--- src/rtl/xor_share_arbiter_if.sv ---
// Bus bundle for xor_share_arbiter: request/grant, two word streams and the
// result channel.
//
// Handshake rule for every valid/ready pair in this bundle: a transfer happens
// on a rising clock edge where both valid and ready are high. The sender holds
// data stable while valid is high. Ready never depends on valid in the same
// cycle. A result stays valid and stable until it is taken.
interface xor_share_arbiter_if #(
    parameter int WIDTH = 8
);
    logic [1:0]       req;
    logic [1:0]       grant;
    logic [WIDTH-1:0] in0_data;
    logic             in0_valid;
    logic             in0_last;
    logic             in0_ready;
    logic [WIDTH-1:0] in1_data;
    logic             in1_valid;
    logic             in1_last;
    logic             in1_ready;
    logic [WIDTH-1:0] res_data;
    logic [7:0]       res_len;
    logic             res_id;
    logic             res_valid;
    logic             res_ready;

    // Arbiter side
    modport slave (
        input  req,
        input  in0_data, in0_valid, in0_last,
        input  in1_data, in1_valid, in1_last,
        input  res_ready,
        output grant, in0_ready, in1_ready,
        output res_data, res_len, res_id, res_valid
    );

    // Requester/consumer side
    modport master (
        output req,
        output in0_data, in0_valid, in0_last,
        output in1_data, in1_valid, in1_last,
        output res_ready,
        input  grant, in0_ready, in1_ready,
        input  res_data, res_len, res_id, res_valid
    );
endinterface

--- src/rtl/xor_share_arbiter.sv ---
// Round-robin owner of a single XOR accumulator shared by two frame streams.
// A granted requester streams words. The block folds each word into a running
// XOR, counts the words with saturation at 255, and presents checksum, length
// and owner on the result channel.
module xor_share_arbiter #(
    parameter int WIDTH = 8
) (
    input  logic                i_clk,
    input  logic                i_rst,
    xor_share_arbiter_if.slave  bus,
    output logic [1:0]          o_state
);
    typedef enum logic [1:0] {
        ST_IDLE   = 2'd0,
        ST_BUSY   = 2'd1,
        ST_RESULT = 2'd2
    } state_t;

    state_t           r_state;
    state_t           w_next;
    logic [1:0]       r_grant;
    logic [WIDTH-1:0] r_acc;
    logic [7:0]       r_cnt;
    logic             r_ptr;
    logic [WIDTH-1:0] r_res_data;
    logic [7:0]       r_res_len;
    logic             r_res_id;

    logic             w_pick;
    logic [WIDTH-1:0] w_sel_data;
    logic             w_sel_valid;
    logic             w_sel_last;
    logic             w_sel_ready;
    logic             w_beat;
    logic [7:0]       w_cnt_inc;

    // Mux the granted stream onto one set of beat signals; the other port is ignored.
    always_comb begin
        w_sel_data  = r_grant[1] ? bus.in1_data  : bus.in0_data;
        w_sel_valid = r_grant[1] ? bus.in1_valid : bus.in0_valid;
        w_sel_last  = r_grant[1] ? bus.in1_last  : bus.in0_last;
        w_sel_ready = (r_state == ST_BUSY) && (r_grant != 2'b00);
        w_beat      = w_sel_valid && w_sel_ready;
        w_cnt_inc   = (r_cnt == 8'hFF) ? 8'hFF : r_cnt + 8'd1;
    end

    // Next-state and arbitration choice; both requests resolve via the pointer.
    always_comb begin
        w_next = r_state;
        w_pick = r_ptr;
        case (r_state)
            ST_IDLE: begin
                if (bus.req != 2'b00) begin
                    w_next = ST_BUSY;
                    w_pick = (bus.req == 2'b11) ? r_ptr : bus.req[1];
                end
            end
            ST_BUSY: begin
                if (w_beat && w_sel_last) w_next = ST_RESULT;
            end
            ST_RESULT: begin
                if (bus.res_ready) w_next = ST_IDLE;
            end
            default: w_next = ST_IDLE;
        endcase
    end

    // State register plus accumulator, count, result and pointer updates.
    always_ff @(posedge i_clk) begin
        if (i_rst) begin
            r_state    <= ST_IDLE;
            r_grant    <= 2'b00;
            r_acc      <= '0;
            r_cnt      <= 8'd0;
            r_ptr      <= 1'b0;
            r_res_data <= '0;
            r_res_len  <= 8'd0;
            r_res_id   <= 1'b0;
        end else begin
            r_state <= w_next;
            case (r_state)
                ST_IDLE: begin
                    if (w_next == ST_BUSY) begin
                        r_grant <= w_pick ? 2'b10 : 2'b01;
                        r_acc   <= '0;
                        r_cnt   <= 8'd0;
                    end
                end
                ST_BUSY: begin
                    if (w_beat) begin
                        r_acc <= r_acc ^ w_sel_data;
                        r_cnt <= w_cnt_inc;
                        if (w_sel_last) begin
                            r_res_data <= r_acc ^ w_sel_data;
                            r_res_len  <= w_cnt_inc;
                            r_res_id   <= r_grant[1];
                            r_grant    <= 2'b00;
                        end
                    end
                end
                ST_RESULT: begin
                    // Hand preference to the requester that was not just served.
                    if (bus.res_ready) r_ptr <= ~r_res_id;
                end
                default: ;
            endcase
        end
    end

    assign bus.grant     = r_grant;
    assign bus.in0_ready = (r_state == ST_BUSY) && r_grant[0];
    assign bus.in1_ready = (r_state == ST_BUSY) && r_grant[1];
    assign bus.res_data  = r_res_data;
    assign bus.res_len   = r_res_len;
    assign bus.res_id    = r_res_id;
    assign bus.res_valid = (r_state == ST_RESULT);
    assign o_state       = r_state;
endmodule

--- src/flat_wrapper.sv ---
// flat-port wrapper written by rule: the top's interface ports become plain ports
module xor_share_arbiter_flat 
#(
    parameter int WIDTH = 8
)
  (i_clk, i_rst, o_state, bus_req, bus_in0_data, bus_in0_valid, bus_in0_last, bus_in1_data, bus_in1_valid, bus_in1_last, bus_res_ready, bus_grant, bus_in0_ready, bus_in1_ready, bus_res_data, bus_res_len, bus_res_id, bus_res_valid);
  xor_share_arbiter_if #(.WIDTH(WIDTH)) bus_i ();
  input  logic i_clk;
  input  logic i_rst;
  output logic [1:0] o_state;
  input wire logic [$bits(bus_i.req)-1:0] bus_req;
  input wire logic [$bits(bus_i.in0_data)-1:0] bus_in0_data;
  input wire logic [$bits(bus_i.in0_valid)-1:0] bus_in0_valid;
  input wire logic [$bits(bus_i.in0_last)-1:0] bus_in0_last;
  input wire logic [$bits(bus_i.in1_data)-1:0] bus_in1_data;
  input wire logic [$bits(bus_i.in1_valid)-1:0] bus_in1_valid;
  input wire logic [$bits(bus_i.in1_last)-1:0] bus_in1_last;
  input wire logic [$bits(bus_i.res_ready)-1:0] bus_res_ready;
  output wire logic [$bits(bus_i.grant)-1:0] bus_grant;
  output wire logic [$bits(bus_i.in0_ready)-1:0] bus_in0_ready;
  output wire logic [$bits(bus_i.in1_ready)-1:0] bus_in1_ready;
  output wire logic [$bits(bus_i.res_data)-1:0] bus_res_data;
  output wire logic [$bits(bus_i.res_len)-1:0] bus_res_len;
  output wire logic [$bits(bus_i.res_id)-1:0] bus_res_id;
  output wire logic [$bits(bus_i.res_valid)-1:0] bus_res_valid;
  assign bus_i.req = bus_req;
  assign bus_i.in0_data = bus_in0_data;
  assign bus_i.in0_valid = bus_in0_valid;
  assign bus_i.in0_last = bus_in0_last;
  assign bus_i.in1_data = bus_in1_data;
  assign bus_i.in1_valid = bus_in1_valid;
  assign bus_i.in1_last = bus_in1_last;
  assign bus_i.res_ready = bus_res_ready;
  assign bus_grant = bus_i.grant;
  assign bus_in0_ready = bus_i.in0_ready;
  assign bus_in1_ready = bus_i.in1_ready;
  assign bus_res_data = bus_i.res_data;
  assign bus_res_len = bus_i.res_len;
  assign bus_res_id = bus_i.res_id;
  assign bus_res_valid = bus_i.res_valid;
  xor_share_arbiter #(.WIDTH(WIDTH)) u_core (.i_clk(i_clk), .i_rst(i_rst), .bus(bus_i), .o_state(o_state));
endmodule
--- config.mk ---
export PLATFORM = sky130hd
export DESIGN_NAME = xor_share_arbiter_flat
export DESIGN_NICKNAME = d
export VERILOG_FILES = /design/src/rtl/xor_share_arbiter_if.sv /design/src/rtl/xor_share_arbiter.sv /design/src/flat_wrapper.sv
export SDC_FILE = /design/constraint.sdc
export NUM_CORES = 1
export LEC_CHECK = 0
export CAP_MARGIN = 20
export CELL_PAD_IN_SITES_DETAIL_PLACEMENT = 0
export CELL_PAD_IN_SITES_GLOBAL_PLACEMENT = 1
export CORE_ASPECT_RATIO = 0.5
export CORE_MARGIN = 5
export CORE_UTILIZATION = 32
export DETAILED_ROUTE_END_ITERATION = 8
export PLACE_DENSITY = 0.86
export SETUP_SLACK_MARGIN = 0.05
export SLEW_MARGIN = 20
export SYNTH_ARGS = -nofsm -noshare
export SYNTH_HDL_FRONTEND = slang
export SYNTH_SLANG_ARGS = --single-unit
export TNS_END_PERCENT = 10
--- constraint.sdc ---
create_clock -name i_clk -period 1.65 [get_ports i_clk]
set_clock_uncertainty 0.15 [all_clocks]
set_input_delay 0.2475 -clock i_clk [delete_from_list [all_inputs] [get_ports i_clk]]
set_output_delay 0.2475 -clock i_clk [all_outputs]
set_load 0.05 [all_outputs]
==> reports/qor.yml <==
cpPeakStageDelay_ns: 0.36
fp.dieArea_sq_mm: 0.00730
htreeDepth: 2
clockBufferDepth: 2
yosysMostFrequentCell: "dfxtp_1"
synth_top_cell_area_share_pct: 42.4
syn_area_sq_mm: 0.00179
dr.first_iter.drc_count: 129
grt_max_degree: 17
relSlewSlack_pct: 75.7
cp_max_fo: 5
rows: 19
dp_hpwl_microns: 3910
crit_chain: "nand3b_4, a211oi_4, buf_4, buf_4, mux2i_1, nor2_1"
drt_wl_total_microns: 5400
drt-vias-per-instance: 5.25
cts_buffers: 5
maxSlewViolCount: 0
cts_tree: "done"
grt_pass1_vias: 1859
worst-path-buf-inv: 2
final_nets: 295
p_leak_uw: 0.00106
track_usage_pct: 15.5
seq_area_frac_synth_pct: 42.4
vdd_ir_drop_max_mv: 0.420
rr_worst_depth: 6
synthTopCellsByArea: "dfxtp_1 (42%), mux2i_1 (7.8%), a21oi_1 (6.1%)"
coreArea_sq_mm: 0.00547
overflow: 0
num_antenna_cells: 0
crit_path_start_kind: "register"
setup_viol_count_final: 0
dp_slack_ns: -0.348
synth_top_area_cell: "dfxtp_1"
drtAntennaViolNets: 0
root_buffer: "clkbuf_16"
initial_core_util_pct: 32.8
max-cap-violations: 0
cp-end-kind: "register"
ys_types: 38
fmax_mhz: 613
path_clk_slew_ns: 0.06
avgSynthCellArea_sq_um: 8.97
clock-sinks: 38
crit_type: "reg -> reg"
worst-path-stages: 6
status: "complete, no violations"
area_growth_pct: 64.1
critPathMostFrequentCell: "buf_4"
cpMaxStageDelayCell: "dfxtp_4"
vias: 1801
firstDrtPassIters: 4
worstMarginPinSlew_ns: 0.358
hold_path.class: "in -> reg"
insertion_delay_ns: 0.28
setup_slack_ns: 0.0197
syn-num-nets: 226
dieHeight_microns: 63.0
rsz0062_at_grt: "yes"
setup_tns_ns: 0
yosysWarnings: 0
finalCritPeriodShare_pct: 98.8
holdBufCountCts: 0
die_width_microns: 116
power.density_mw_per_mm2: 831
synth-main-ff-cell: "dfxtp_1"
synth-seq-cells: 38
io_pins: 49
synthArstFlopShare_pct: 0
antenna_found_initial: 0
port_buffers: 48
drcViolationCount: 0
finalHoldViolCount: 0
drive_gt1_share_pct: 31.5
period_minus_slack_ns: 1.63
wl_per_cell_microns: 15.7
cp.arrival_ns: 1.66
synth_commonest_cells: "dfxtp_1 (38), a21oi_1 (22), nand3_1 (20), nor2_1 (16), mux2i_1 (14)"
gp_congestion: 0.864
grt_pass1_wl_microns: 9000
crit_family: "flip-flops"
worstPathRequired_ns: 1.68
synth-edff-count: 0
postSynthCellCount: 200
worst_hold_path.num_cells: 2
-- cells in the final DEF (no fill, tap or decap), types with 3 or more instances in the layout --
cell type        count
clkdlybuf4s50_1     23
dfxtp_4              3
clkbuf_16            5
mux2i_1             13
nor2_1              15
buf_12              19
nand4b_1             3
a31oi_1              3
a311oi_1             4
nand2_1             12
nand3_1             20
buf_4               31
dfxtp_2              6
xnor2_1              8
a21oi_1             22
o2bb2ai_1            5
nor2b_1              3
dfxtp_1             29
a21o_1               3
o21ai_0              5
-- through the flow --
step | power (uW) | utilization (%) | instances | hold WS (ns) | instance area [sq um]
6_report | 2450 | 53.8 | 343 | 0.228 | 2940
3_3_place_gp | 1350 | 49.6 | 334 | 0.304 | 2710
5_1_grt | 2530 | 53.8 | 343 | 0.252 | 2940
2_1_floorplan | 1150 | - | 200 | 0.206 | 1830
3_5_place_dp | 1350 | 49.6 | 334 | 0.312 | 2710
4_1_cts | 2450 | 53.8 | 343 | 0.231 | 2940
-- area by class of cell --
class / instances / area, sq um
clock inverter: 3 / 45.0
sequential: 38 / 779
multi-input combinational: 148 / 1040
inverter: 2 / 7.51
fill: 482 / 2520
tap: 73 / 91.3
clock buffer: 5 / 125
timing repair buffer: 74 / 852
-- layer usage --
| metal | GRT usage (%) | share of wire, % |
|---|---|---|
| met3 | 3.38 | 3.8 |
| met2 | 25.9 | 50 |
| met1 | 19.5 | 45 |
| met5 | 0 | 0 |
| met4 | 5.64 | 1.3 |
-- logic make-up after synthesis --
family                     Yosys count  share of synthesized area [%]
AOI/OAI and AO/OA                   51                           19.7
xor gates and xnor gates             9                           4.39
adders and majority gates            1                          0.697
buffers and inverters               14                           3.49
DFF                                 38                           42.4
muxes                               14                           7.81
and+or+nand+nor                     73                           21.5
-- repair_timing --
item	CTS	global route
gates resized for setup	17	0
endpoints found under the setup margin	22	23
setup buffers	1	0
pin swaps	4	5
endpoints found under the hold margin	0	0
-- registers in the layout (all words and copies together), names as in the netlist --
name,count
u_core.bus.grant,2
u_core.bus.res_data,8
u_core.bus.res_id,1
u_core.bus.res_len,8
u_core.o_state,2
u_core.r_acc,8
u_core.r_cnt,8
u_core.r_ptr,1
-- power breakdown --
group	total, uW	internal, uW	switching [uW]
logic	379	190	188
registers	962	935	26.7
clock network	1110	712	394
total	2450	1840	609
-- path summary, 6_finish.rpt --
check	startpoint	endpoint	slack, ns
hold / removal	bus_in0_valid	u_core.bus.res_id$_SDFFE_PP0P_	0.23
setup / recovery	u_core.bus.grant[1]$_SDFFE_PP0P_	u_core.bus.res_data[5]$_SDFFE_PP0P_	0.02
setup reg to reg	u_core.bus.grant[1]$_SDFFE_PP0P_	u_core.bus.res_data[5]$_SDFFE_PP0P_	0.02
hold reg to reg	u_core.bus.res_data[4]$_SDFFE_PP0P_	u_core.bus.res_data[4]$_SDFFE_PP0P_	0.32
Power figures use the tool's default switching activity.
